==> src/rtl/cv32e40p_fault_monitor_pkg.sv <==
`default_nettype none
// ============================================================================
// Module   : cv32e40p_fault_monitor_pkg
// Purpose  : Shared types and constants for the fault monitor: FSM state
//            encoding, register byte offsets, CTRL bit positions, and a small
//            helper that counts simultaneous fault events.
// Revision : 1.0 - initial release
// ============================================================================
package cv32e40p_fault_monitor_pkg;

  // Monitor FSM states; the encoding is visible to software in STATUS[5:4]
  typedef enum logic [1:0] {
    FM_IDLE    = 2'b00,
    FM_LOGGING = 2'b01,
    FM_ALARM   = 2'b10
  } fm_state_e;

  // Number of monitored fault sources (ALU faulty 1..3, MULT faulty)
  localparam int c_NUM_SRC = 4;

  // Register byte offsets; only bits [4:2] take part in decoding
  localparam logic [4:0] c_OFF_STATUS = 5'h00;
  localparam logic [4:0] c_OFF_CTRL   = 5'h04;
  localparam logic [4:0] c_OFF_THRESH = 5'h08;
  localparam logic [4:0] c_OFF_CNT0   = 5'h0C;
  localparam logic [4:0] c_OFF_CNT1   = 5'h10;
  localparam logic [4:0] c_OFF_CNT2   = 5'h14;
  localparam logic [4:0] c_OFF_CNT3   = 5'h18;
  localparam logic [4:0] c_OFF_TOTAL  = 5'h1C;

  // CTRL bit positions
  localparam int c_CTRL_EN     = 0;
  localparam int c_CTRL_CLR    = 1;
  localparam int c_CTRL_IRQ_EN = 2;

  // Number of set bits in a 4-bit event vector (0..4)
  function automatic logic [2:0] popcount4(input logic [3:0] v);
    popcount4 = {2'b00, v[0]} + {2'b00, v[1]} + {2'b00, v[2]} + {2'b00, v[3]};
  endfunction

endpackage
`default_nettype wire

==> src/rtl/cv32e40p_sat_counter.sv <==
`default_nettype none
// ============================================================================
// Module   : cv32e40p_sat_counter
// Purpose  : Up-counter that adds a small increment each cycle and sticks at
//            all-ones instead of wrapping. A synchronous clear takes priority
//            over any increment. The post-update value is also exported so
//            callers can make decisions on it in the same cycle.
// Revision : 1.0 - initial release
// ============================================================================
module cv32e40p_sat_counter #(
  parameter int CNT_WIDTH = 16,
  parameter int INC_WIDTH = 1
) (
  input  logic                 clk_i,
  input  logic                 rst_i,
  input  logic [INC_WIDTH-1:0] i_incr,
  input  logic                 i_clr,
  output logic [CNT_WIDTH-1:0] o_value,
  output logic [CNT_WIDTH-1:0] o_next
);

  logic [CNT_WIDTH-1:0] r_value;
  logic [CNT_WIDTH:0]   w_incr_ext;
  logic [CNT_WIDTH:0]   w_sum;
  logic [CNT_WIDTH-1:0] w_next;

  // One extra bit on the sum: since the increment is narrower than the
  // counter, a carry into the top bit means the true sum passed all-ones.
  assign w_incr_ext = {{(CNT_WIDTH + 1 - INC_WIDTH){1'b0}}, i_incr};
  assign w_sum      = {1'b0, r_value} + w_incr_ext;

  // Next value: clear wins, otherwise add and clamp on overflow
  always_comb begin
    w_next = w_sum[CNT_WIDTH-1:0];
    if (i_clr) begin
      w_next = '0;
    end else if (w_sum[CNT_WIDTH]) begin
      w_next = '1;
    end
  end

  // Counter register
  always_ff @(posedge clk_i) begin
    if (rst_i) begin
      r_value <= '0;
    end else begin
      r_value <= w_next;
    end
  end

  assign o_value = r_value;
  assign o_next  = w_next;

endmodule
`default_nettype wire

==> src/rtl/cv32e40p_fault_monitor.sv <==
`default_nettype none
// ============================================================================
// Module   : cv32e40p_fault_monitor
// Purpose  : Counts rising edges of the core fault levels per source and in
//            total, keeps sticky per-source flags, and raises a level alarm
//            once the total reaches a programmable threshold. Software access
//            is through a simple req/gnt/rvalid register port.
// Revision : 1.0 - initial release
// ============================================================================
module cv32e40p_fault_monitor
  import cv32e40p_fault_monitor_pkg::*;
#(
  parameter int CNT_WIDTH  = 16,
  parameter int THRESH_RST = 4
) (
  input  logic        clk_i,
  input  logic        rst_i,
  input  logic [3:0]  fault_i,
  input  logic        reg_req_i,
  output logic        reg_gnt_o,
  output logic        reg_rvalid_o,
  input  logic        reg_we_i,
  input  logic [4:0]  reg_addr_i,
  input  logic [31:0] reg_wdata_i,
  output logic [31:0] reg_rdata_o,
  output logic        fault_irq_o
);

  // Registered state
  logic [3:0]           r_fault_q;
  logic [3:0]           r_sticky;
  logic                 r_en;
  logic                 r_irq_en;
  logic [CNT_WIDTH-1:0] r_thresh;
  fm_state_e            r_state;
  logic                 r_irq;
  logic                 r_rvalid;
  logic [31:0]          r_rdata;

  // Combinational decode and event logic
  logic [3:0]                          w_evt;
  logic [2:0]                          w_n_evt;
  logic [2:0]                          w_word;
  logic                                w_wr;
  logic                                w_rd;
  logic                                w_wr_status;
  logic                                w_wr_ctrl;
  logic                                w_wr_thresh;
  logic                                w_clr;
  logic [c_NUM_SRC-1:0][CNT_WIDTH-1:0] w_cnt;
  logic [c_NUM_SRC-1:0][CNT_WIDTH-1:0] w_cnt_next;
  logic [CNT_WIDTH-1:0]                w_total;
  logic [CNT_WIDTH-1:0]                w_total_next;
  logic                                w_thr_hit;
  logic [31:0]                         w_rdata;
  logic                                w_unused_bits;

  // A fault event is a 0->1 transition of a level, seen only while enabled
  assign w_evt   = fault_i & ~r_fault_q & {4{r_en}};
  assign w_n_evt = popcount4(w_evt);

  // Register port decode; every request is accepted in the cycle it arrives
  assign reg_gnt_o   = reg_req_i;
  assign w_word      = reg_addr_i[4:2];
  assign w_wr        = reg_req_i & reg_we_i;
  assign w_rd        = reg_req_i & ~reg_we_i;
  assign w_wr_status = w_wr & (w_word == c_OFF_STATUS[4:2]);
  assign w_wr_ctrl   = w_wr & (w_word == c_OFF_CTRL[4:2]);
  assign w_wr_thresh = w_wr & (w_word == c_OFF_THRESH[4:2]);
  assign w_clr       = w_wr_ctrl & reg_wdata_i[c_CTRL_CLR];

  // Per-source event counters
  generate
    for (genvar gi = 0; gi < c_NUM_SRC; gi++) begin : g_cnt
      cv32e40p_sat_counter #(
        .CNT_WIDTH (CNT_WIDTH),
        .INC_WIDTH (1)
      ) u_cnt (
        .clk_i   (clk_i),
        .rst_i   (rst_i),
        .i_incr  (w_evt[gi]),
        .i_clr   (w_clr),
        .o_value (w_cnt[gi]),
        .o_next  (w_cnt_next[gi])
      );
    end
  endgenerate

  // Total counter advances by the number of simultaneous events
  cv32e40p_sat_counter #(
    .CNT_WIDTH (CNT_WIDTH),
    .INC_WIDTH (3)
  ) u_total (
    .clk_i   (clk_i),
    .rst_i   (rst_i),
    .i_incr  (w_n_evt),
    .i_clr   (w_clr),
    .o_value (w_total),
    .o_next  (w_total_next)
  );

  // Threshold is judged on the total as it will be after this cycle
  assign w_thr_hit = (r_thresh != '0) && (w_total_next >= r_thresh);

  // Per-source next values and the byte-lane address bits are not needed
  assign w_unused_bits = ^{w_cnt_next, reg_addr_i[1:0], reg_wdata_i};

  // Monitor FSM and the alarm output derived from the current state
  always_ff @(posedge clk_i) begin
    if (rst_i) begin
      r_state <= FM_IDLE;
      r_irq   <= 1'b0;
    end else begin
      r_irq <= (r_state == FM_ALARM) & r_irq_en;
      if (w_clr) begin
        r_state <= FM_IDLE;
      end else if (r_en) begin
        case (r_state)
          FM_IDLE: begin
            if (w_thr_hit) begin
              r_state <= FM_ALARM;
            end else if (w_total_next != '0) begin
              r_state <= FM_LOGGING;
            end
          end
          FM_LOGGING: begin
            if (w_thr_hit) begin
              r_state <= FM_ALARM;
            end
          end
          FM_ALARM: begin
            r_state <= FM_ALARM;
          end
          default: begin
            r_state <= FM_IDLE;
          end
        endcase
      end
    end
  end

  // Fault level history, sticky flags and software-writable control fields
  always_ff @(posedge clk_i) begin
    if (rst_i) begin
      r_fault_q <= '0;
      r_sticky  <= '0;
      r_en      <= 1'b1;
      r_irq_en  <= 1'b1;
      r_thresh  <= CNT_WIDTH'(THRESH_RST);
    end else begin
      r_fault_q <= fault_i;
      // A new event beats a same-cycle write-1-to-clear
      r_sticky  <= (r_sticky & ~(reg_wdata_i[3:0] & {4{w_wr_status}})) | w_evt;
      if (w_wr_ctrl) begin
        r_en     <= reg_wdata_i[c_CTRL_EN];
        r_irq_en <= reg_wdata_i[c_CTRL_IRQ_EN];
      end
      if (w_wr_thresh) begin
        r_thresh <= reg_wdata_i[CNT_WIDTH-1:0];
      end
    end
  end

  // Read mux over the current (pre-update) register contents
  always_comb begin
    w_rdata = '0;
    case (w_word)
      c_OFF_STATUS[4:2]: w_rdata = {26'd0, r_state, r_sticky};
      c_OFF_CTRL[4:2]:   w_rdata = {29'd0, r_irq_en, 1'b0, r_en};
      c_OFF_THRESH[4:2]: w_rdata = 32'(r_thresh);
      c_OFF_CNT0[4:2]:   w_rdata = 32'(w_cnt[0]);
      c_OFF_CNT1[4:2]:   w_rdata = 32'(w_cnt[1]);
      c_OFF_CNT2[4:2]:   w_rdata = 32'(w_cnt[2]);
      c_OFF_CNT3[4:2]:   w_rdata = 32'(w_cnt[3]);
      c_OFF_TOTAL[4:2]:  w_rdata = 32'(w_total);
      default:           w_rdata = '0;
    endcase
  end

  // One-cycle response; read data is zero outside read responses
  always_ff @(posedge clk_i) begin
    if (rst_i) begin
      r_rvalid <= 1'b0;
      r_rdata  <= '0;
    end else begin
      r_rvalid <= reg_req_i;
      r_rdata  <= w_rd ? w_rdata : 32'd0;
    end
  end

  assign reg_rvalid_o = r_rvalid;
  assign reg_rdata_o  = r_rdata;
  assign fault_irq_o  = r_irq;

endmodule
`default_nettype wire

==> config.mk <==
export PLATFORM = sky130hd
export DESIGN_NAME = cv32e40p_fault_monitor
export DESIGN_NICKNAME = d
export VERILOG_FILES = /design/src/rtl/cv32e40p_fault_monitor_pkg.sv /design/src/rtl/cv32e40p_sat_counter.sv /design/src/rtl/cv32e40p_fault_monitor.sv
export SDC_FILE = /design/constraint.sdc
export NUM_CORES = 1
export LEC_CHECK = 0
export CAP_MARGIN = 20
export CELL_PAD_IN_SITES_DETAIL_PLACEMENT = 1
export CELL_PAD_IN_SITES_GLOBAL_PLACEMENT = 1
export CORE_MARGIN = 3
export CORE_UTILIZATION = 41
export CTS_CLUSTER_SIZE = 40
export DETAILED_ROUTE_END_ITERATION = 8
export GPL_TIMING_DRIVEN = 0
export MAX_ROUTING_LAYER = met4
export PLACE_DENSITY_LB_ADDON = 0.05
export SYNTH_ARGS = -nofsm -noshare
export SYNTH_HDL_FRONTEND = slang
export SYNTH_SLANG_ARGS = --single-unit
==> constraint.sdc <==
create_clock -name clk_i -period 6 [get_ports clk_i]
set_input_delay 1.2 -clock clk_i [delete_from_list [all_inputs] [get_ports clk_i]]
set_output_delay 1.2 -clock clk_i [all_outputs]
set_load 0.1 [all_outputs]
# [Word level (Yosys, flattened, before mapping)]
# Index checks and enable logic that the tools add are counted.
[totals] ff_bits=142 inputBits=45 wordCells=69
[op_classes] mux=11 bitwise_logic=16 add_sub_neg=8 n_lt_le_gt_ge=1 reduce_logical=8 eq_ne=11
[op_table] op="$pmux 32 s8" n=1
[op_table] op="$mux 16" n=6
[op_table] op="$add 16x1->17" n=4
[op_table] op="$reduce_bool 16->1" n=2
[op_table] op="$add 16x3->17" n=1
[op_table] op="$and 4x4->4" n=4
[op_table] op="$ge 16x16->1" n=1
[op_table] op="$eq 3x3->1 const B" n=4
[op_table] op="$not 4->4" n=2
[op_table] op="$and 1x1->1" n=7
[op_table] op="$eq 3x2->1 const B" n=2
[op_table] op="$mux 2" n=3
[op_table] op="$pmux 2 s3" n=1
[op_table] op="$or 4x4->4" n=1
[op_table] op="$reduce_or 2->1" n=2
[op_table] op="$add 2x1->3" n=1
[op_table] op="$add 3x1->3" n=1
[op_table] op="$eq 3x1->1 const B" n=1
[op_table] op="$logic_not 3->1" n=1
[op_table] op="$ne 3x3->1 const B" n=1
[op_table] op="$reduce_and 3->1" n=1
[op_table] op="$add 1x1->2" n=1
[op_table] op="$eq 2x1->1 const B" n=1
[op_table] op="$eq 2x2->1 const B" n=1
[op_table] op="other kinds (4)" n=5

# [Logic depth before layout (Yosys ltp)]
# Gate-level depths: netlist (run 1).
[logic_depth] depth_word=13 ltp_mapped=19 ltp_nobuf=18

# [Hierarchy]
# Synthesis (run 1) repeated with hierarchy kept, for this count alone.
[hier_totals] cells_unflattened=934 hier_area_um2=7681.1
[by_module_without_submodules] module="cv32e40p_sat_counter (g_cnt[0].u_cnt ...)" area_per_inst_um2=899.6 cells_each=111 instances=4
[by_module_without_submodules] module="cv32e40p_fault_monitor" area_per_inst_um2=3121.7 cells_each=372 instances=1
[by_module_without_submodules] module="cv32e40p_sat_counter (u_total)" area_per_inst_um2=960.9 cells_each=118 instances=1

# [Least setup slack after synthesis (run 1)]
# OpenSTA, ideal clock, no wires.
[synth_path] kind="input to register" startpoint="in fault_i[0]" endpoint="reg r_state[1]" slack_ps=622 required_ps=5930 setup_time_ps=70 cell_stages=17 arrival_ps=5308 cell_sequence="nand3b_1 fa_1 fa_1 inv_1 fa_1 nand3_1 nor4_1 mux2i_1 nor2_1 ha_1 nand4_1 nor3_1 or4b_1 a31oi_1 a22oi_1 a211o_2 a21oi_1"
[synth_between] elab_chain_len=12 word_cells_on_any_way=16
[synth_lines] item="start: declaration" line="cv32e40p_fault_monitor.sv:18" source="input logic [3:0] fault_i,"
[synth_lines] item="$and 4x4->4 (*) (2 in a row)" line="cv32e40p_fault_monitor.sv:59" source="assign w_evt = fault_i & ~r_fault_q & {4{r_en}};"
[synth_lines] item="$add 1x1->2 (*)" line="cv32e40p_fault_monitor_pkg.sv:38" source="popcount4 = {2'b00, v[0]} + {2'b00, v[1]} + {2'b00, v[2]} + {2'b00, v[3]};"
[synth_lines] item="$add 2x1->3 (*)" line="cv32e40p_fault_monitor_pkg.sv:38"
[synth_lines] item="$add 3x1->3 (*)" line="cv32e40p_fault_monitor_pkg.sv:38"
[synth_lines] item="$add 16x3->17 (*)" line="cv32e40p_sat_counter.sv:30" source="assign w_sum = {1'b0, r_value} + w_incr_ext;"
[synth_lines] item="$mux 16 (*)" line="cv32e40p_sat_counter.sv:37" source="end else if (w_sum[CNT_WIDTH]) begin"
[synth_lines] item="$mux 16 (*)" line="cv32e40p_sat_counter.sv:35" source="if (i_clr) begin"
[synth_lines] item="net u_total.o_next[14]" line="cv32e40p_sat_counter.sv:19" source="output logic [CNT_WIDTH-1:0] o_next"
[synth_lines] item="$ge 16x16->1" line="cv32e40p_fault_monitor.sv:103" source="assign w_thr_hit = (r_thresh != '0) && (w_total_next >= r_thresh);"
[synth_lines] item="$logic_and 1x1->1" line="cv32e40p_fault_monitor.sv:103"
[synth_lines] item="$ne 3x3->1 (no source line), or another cell as far along"
[synth_lines] item="$reduce_and 3->1 (no source line) / $pmux 2 s3 (equally long branches)"
[synth_lines] item="end signal: assignment" line="cv32e40p_fault_monitor.sv:111" source="r_state <= FM_IDLE;"
[synth_lines] item="end signal: assignment" line="cv32e40p_fault_monitor.sv:116" source="r_state <= FM_IDLE;"
[synth_lines] item="end signal: assignment" line="cv32e40p_fault_monitor.sv:121" source="r_state <= FM_ALARM;"
[synth_lines] item="end: declaration" line="cv32e40p_fault_monitor.sv:35" source="fm_state_e r_state;"
# Mark *: on every way through the listed nets, which the timed path passes. The rest lies on a longest branch.
# A chain may end at the register's enable or synchronous reset.

# [Worst setup path in the final report (run 1)]
[layout_path] startpoint="in fault_i[1]" endpoint="reg r_state[1]"
# Same word-level chain as after synthesis.

==> summary.md, run 1 <==
| Metric | Value |
|---|---|
| Buffers on Ports | 44 |
| R2R Setup Slk | 0.67 ns |
| Seq pwr share | 38.2% |
| Fin util | 52.11% |
| DP Cell Count | 1129 |
| Share of layout cells above drive strength 1 | 10.65% |
| HP Start | r_sticky[0] |
| Final instance area | 8458 sq um |
| DRT Wirelength | 24.58 mm |
| Worst hold stages | 2 |
| Net Sw Frac | 31.21% |
| Reg-to-reg critical path startpoint | r_en |
| Maximum VDD drop | 0.0002169 V |
| Clock root cell | clkbuf_16 |
| Die height | 136.0 microns |
| Tot Pwr | 0.002345 W |
| Hpwl dp | 18.37 mm |
| Ys async rst share | 0% |
| Clock Tree Buf Depth | 2 |
| Reg clk slew, reported paths | 0.07 ns |
| Status | finished clean |
| Final period util | 99.11% |
| Die ar. | 18490 sq um |
| Maximum clock rate | 168.2 MHz |
| Initial antenna violation count | 0 |
| Boundary pin count | 80 |
| Avg Inst Size Synth | 8.119 sq um |
| Grt ovf | 0 |
| Yosys top cell area share | 36.42% |
| Clk network pwr share | 42.8% |
| Clock Sinks | 126 |
| Number of fill cells | 1962 |
| Post-Layout Cell Count | 1174 |
| Vias | 6653 |
| Ant. Diodes | 0 |
| Syn Inst Count | 853 |
| R2R cell count | 18 |
| Most used DFF post-synth | dfxtp_1 |
| CP Capture Type | flop |
| Ys Warns | 0 |
| Relative slew margins | 34.40% |
| Synth unique cells | 62 |
| Critical path class | primary input to flop |
| Placed Instance Area | 7697 sq um |
| Top cells by area, synth | dfxtp_1 36%, a21oi_1 6.9%, nand2_1 5.3% |
| TritonRoute pass-1 iters | 5 |
| Switch Pwr | 0.0007318 W |
| Max-Cap Viols | 0 |
| Area leader, netlist | dfxtp_1 |
| Die Width | 136.0 microns |
| Least-Margin Pin Slew | 0.9809 ns |
| Vias in the first global route | 6809 |
| Static leakage | 3.203 nW |
| Final nets | 1022 |
| Most instantiated library cell after synthesis | dfxtp_1 |
| Clock latency on the worst-skew pair | 0.44 ns |
| Vias/cell | 5.667 |
| FF+latch count, synth | 126 |
| Largest net degree at the start of global routing | 17 |
| Worst setup SP type | primary input |
| Starting Density | 42.67% |
| Pwr Density | 277.2 nW/um^2 |
| Comb power frac | 19.0% |
| # DRC | 0 |
| First-pass GRT wire length | 38.39 mm |
| Number of flops mapped to enable cells by yosys | 0 |
| Core ar. | 16230 sq um |
| Required time of the worst setup path | 6.36 ns |
| Avg WL per Cell | 20.93 microns |
| Final hold violations | 0 |
| P&R area growth vs syn | 22.13% |
| Int Power | 0.001613 W |
| Netlist Area Pre-Place | 6925 sq um |
| Tmin final | 5.947 ns |
| Cts hold-fix bufs | 0 |
| Cell Rows | 46 |
| Total global-route track usage | 28.13% |
| Hold WC Path Type | flop to flop |
| CTS H-tree lvls | 4 |
| CP max FO | 5 |
| Cts bufs inserted | 17 |
| Hold Path End | r_sticky[0] |
| Layout Skew | 0.01255 ns |
| Sequential fraction of the synthesis area | 36.42% |
| Final slew viol count | 0 |
| Reg-to-Reg End | r_state[1] |
| DRT iter0 DRCs | 462 |
| GP Congestion | 0.9337 |
| ANT nets after route | 0 |
| Endpoints failing setup | 0 |
| CTS tree | built |
| Critical path arrival | 6.31 ns |
| Most frequent cells after synthesis | 126 x dfxtp_1, 97 x nand2_1, 96 x a21oi_1 |
power by group through the flow:
stage	Combinational (W)	Clock (W)	Sequential (W)
floorplan	0.000275	0	0.000914
global placement	0.000371	0	0.000908
detailed placement	0.000384	0	0.000910
CTS	0.000408	0.00101	0.000893
global route	0.000478	0.00106	0.000897
finish	0.000444	0.00100	0.000896
critical path, stage by stage:
cell	delay, ns
clkdlybuf4s50_1	0.49
nand3b_1	0.19
fa_1	0.55
fa_2	0.42
inv_2	0.07
fa_2	0.27
nand3_4	0.14
buf_4	0.18
nor4_1	0.30
a211o_1	0.30
inv_1	0.09
ha_1	0.28
nand4_1	0.15
nor3_2	0.29
or4b_4	0.51
a31oi_4	0.25
a22oi_2	0.16
a211o_2	0.33
a21oi_2	0.13
area by class of cell:
class	instances	area, sq um	share of cell area, %
Multi-Input combinational cell	636	4084	48.28
Sequential cell	126	2522	29.82
Timing Repair Buffer	58	545.5	6.450
Clock buffer	17	425.4	5.030
Buffer	64	314.1	3.713
Tap cell	216	270.3	3.195
Inverter	42	157.7	1.864
Clock inverter	15	138.9	1.642
cells in the final DEF (no fill, tap or decap), types with 4 or more instances in the layout:
master / instances
inv_6: 4
nor3_1: 6
conb_1: 16
and4_1: 5
nor2_1: 84
ha_1: 29
mux2_2: 9
a221oi_1: 4
buf_4: 30
nand4_1: 22
nand2_1: 97
buf_1: 7
xor2_1: 21
a31oi_1: 4
or3_1: 7
clkbuf_16: 17
nor4_1: 5
inv_1: 41
nor2b_1: 15
nand2b_1: 6
nand3b_1: 6
nand3_1: 35
clkbuf_1: 37
mux2i_1: 19
a22oi_1: 12
clkdlybuf4s50_1: 43
xnor2_1: 28
and3_1: 14
a21oi_1: 95
o21ai_0: 32
a22o_1: 5
a211o_1: 4
nor3b_1: 5
clkinv_4: 5
dfxtp_1: 126
what timing repair did:
item	4_1_cts	5_1_grt
setup endpoints to repair	2	2
pin swaps	2	11
resized for setup	7	13
setup buffers	2	11
metal layers:
metal / part of all wire [%] / GRT usage (%) / wire, microns / vias up
li1: - / - / - / 3128
met1: 46 / 37.25 / 11240 / 3299
met2: 47 / 44.80 / 11610 / 193
met3: 5.4 / 4.700 / 1322 / 33
met4: 1.6 / 7.615 / 399 / 0
met5: 0 / - / 0 / -
flip-flops by register name, indices dropped and copies added (netlist names), 2 cells and up:
signal	flops
r_thresh	16
r_fault_q	4
g_cnt.u_cnt.o_value	64
r_state	2
reg_rdata_o	16
r_sticky	4
u_total.o_value	16
cell families (layout without fill, tap and decap cells):
kind of cell	Yosys count	count (layout)	synth area share, %
simple gates	325	325	22.84
compound gates	178	178	15.34
flops	126	126	36.42
buf+inv	106	196	6.811
xor+xnor	49	49	6.197
mux	36	36	6.233
fa+ha+maj	32	32	6.107
other cells	1	16	0.05415
worst max-delay path by stage:
stage | startpoint | end | slack [ns] | cells past startpoint
5_1_grt | fault_i[1] | r_state[1] | -0.06 | 18
2_1_floorplan | fault_i[0] | r_state[1] | 0.62 | 17
3_5_place_dp | fault_i[0] | r_state[1] | -0.78 | 18
6_report | fault_i[1] | r_state[1] | 0.05 | 19
4_1_cts | fault_i[0] | r_state[0] | 0.006 | 19
3_3_place_gp | fault_i[0] | r_state[1] | -0.93 | 18
stage by stage:
stage / TNS, ns / setup slack (ns) / hold WS (ns)
finish: 0 / 0.05345 / 0.4567
global route: -0.08617 / -0.05632 / 0.4749
CTS: 0 / 0.005531 / 0.4561
detailed placement: -1.525 / -0.7802 / 0.4469
global placement: -1.821 / -0.9339 / 0.4447
floorplan: 0 / 0.6221 / 0.4185
Note: power is estimated with default switching activity, not from simulation.
==> run 2: changes to the inputs <==
--- a/config.mk
+++ b/config.mk
@@ -15,6 +15,7 @@
 export GPL_TIMING_DRIVEN = 0
 export MAX_ROUTING_LAYER = met4
 export PLACE_DENSITY_LB_ADDON = 0.05
+export RECOVER_POWER = 50
 export SYNTH_ARGS = -nofsm -noshare
 export SYNTH_HDL_FRONTEND = slang
 export SYNTH_SLANG_ARGS = --single-unit
==> summary.md, run 2 (same netlist as run 1, synthesis figures left out) <==
| Metric | Value |
|---|---|
| Commonest non-fill, non-tap cell in the layout | dfxtp_1 |
| Final hold violations | 0 |
| CTS H-tree lvls | 4 |
| Cell Rows | 46 |
| DRT iter0 DRCs | 460 |
| Max-Cap Viols | 0 |
| Buffers on Ports | 44 |
| TNS Setup | 0 ns |
| Die ar. | 18490 sq um |
| Grt ovf | 0 |
| First-pass GRT wire length | 38.39 mm |
| Vias | 6622 |
| Multi-input logic area | 4084 sq um |
| Reg clk slew, reported paths | 0.07 ns |
| Worst hold margin | 0.4554 ns |
| Final slew viol count | 0 |
| Least-Margin Pin Slew | 1.000 ns |
| Setup ws final | 0.03461 ns |
| Clock Sinks | 126 |
| Status | finished clean |
| Seq pwr share | 38.2% |
| Maximum VDD drop | 0.0002157 V |
| Static leakage | 3.265 nW |
| CP max FO | 5 |
| CP Capture Type | flop |
| Comb power frac | 18.9% |
| DRT Wirelength | 24.61 mm |
| Die Width | 136.0 microns |
| TritonRoute pass-1 iters | 6 |
| Required time of the worst setup path | 6.36 ns |
| Largest net degree at the start of global routing | 17 |
| Initial antenna violation count | 0 |
| Int Power | 0.001612 W |
| Ant. Diodes | 0 |
| Critical path arrival | 6.33 ns |
| ANT nets after route | 0 |
| Boundary pin count | 80 |
| Number of fill cells | 1962 |
| Cts bufs inserted | 17 |
| Switch Pwr | 0.0007327 W |
| Core ar. | 16230 sq um |
| Endpoints failing setup | 0 |
| Maximum clock rate | 167.6 MHz |
| GP Congestion | 0.9337 |
| Clock Tree Buf Depth | 2 |
| Clock latency on the worst-skew pair | 0.44 ns |
| Share of layout cells above drive strength 1 | 10.65% |
| Avg WL per Cell | 20.96 microns |
| Hpwl dp | 18.37 mm |
| Pre-CTS WS | -0.7802 ns |
| Vias/cell | 5.641 |
| Final period util | 99.42% |
| Layout Skew | 0.01122 ns |
| Worst setup SP type | primary input |
| Most frequent cells in the layout | 126 x dfxtp_1, 97 x nand2_1, 95 x a21oi_1 |
| Final nets | 1022 |
| Critical path class | primary input to flop |
| Tmin final | 5.965 ns |
| Relative slew margins | 33.10% |
| Total global-route track usage | 28.13% |
| Vias in the first global route | 6809 |
| Max FFs per register | 64 |
| Pwr Density | 277.2 nW/um^2 |
| Hold WC Path Type | flop to flop |
| # DRC | 0 |
| Starting Density | 42.67% |
| Clock root cell | clkbuf_16 |
| Cts hold-fix bufs | 0 |
| CTS tree | built |
| Net Sw Frac | 31.25% |
| Die height | 136.0 microns |
| P&R area growth vs syn | 22.13% |
| FF/Latch Area | 2522 sq um |
| Clk network pwr share | 42.9% |
| Tot Pwr | 0.002344 W |
-- run 2: per-layer routing --
| metal | global-route usage [%] | wire, microns |
|---|---|---|
| met1 | 37.25 | 11190 |
| met2 | 44.80 | 11700 |
| met3 | 4.700 | 1330 |
| met4 | 7.615 | 389 |
| met5 | - | 0 |
-- run 2: power by group through the flow --
stage | clock, W | combinational (W) | sequential [W]
after global routing | 0.00106 | 0.000477 | 0.000897
after detailed placement | 0 | 0.000384 | 0.000910
after global placement | 0 | 0.000371 | 0.000908
final | 0.00100 | 0.000444 | 0.000896
after floorplan | 0 | 0.000275 | 0.000914
after CTS | 0.00101 | 0.000408 | 0.000893
-- run 2: area by class of cell --
type | instances | share of cell area, %
multi-input combinational | 636 | 48.28
sequential | 126 | 29.82
timing repair buffer | 58 | 6.450
clock buffer | 17 | 5.030
buffer | 64 | 3.713
tap | 216 | 3.195
inverter | 42 | 1.864
clock inverter | 15 | 1.642
-- run 2: stage by stage --
stage          instances  area [sq um]  util [%]
4_1_cts             1163          8323     51.28
3_3_place_gp        1128          7692     47.39
5_1_grt             1174          8458     52.11
3_5_place_dp        1129          7697     47.43
2_1_floorplan        868          6982         -
6_report            1174          8458     52.11
-- run 2: worst max-delay path: stages --
cell and delay, ns:
clkdlybuf4s50_1 0.49, nand3b_1 0.19, fa_1 0.55, fa_2 0.42, inv_2 0.07, fa_2 0.27, nand3_4 0.14, buf_4 0.18
nor4_1 0.29, a211o_1 0.31, inv_1 0.08, ha_1 0.28, nand4_1 0.16, nor3_2 0.29, or4b_4 0.51, a31oi_4 0.25
a22oi_2 0.16, a211o_2 0.33, a21oi_2 0.13
-- run 2: worst paths after layout --
check | startpoint | to | slack, ns | cells after the start
worst max-delay path | fault_i[1] | r_state[1] | 0.03 | 19
worst min-delay path | r_sticky[0] | r_sticky[0] | 0.46 | 2
worst max register to register | r_en | r_state[1] | 0.63 | 18
worst min register to register | r_sticky[0] | r_sticky[0] | 0.46 | 2
-- run 2: timing repair --
item / in CTS / in global routing
buffers inserted: 2 / 11
gates resized for setup: 7 / 13
setup endpoints to repair: 2 / 2
pin swaps: 2 / 11
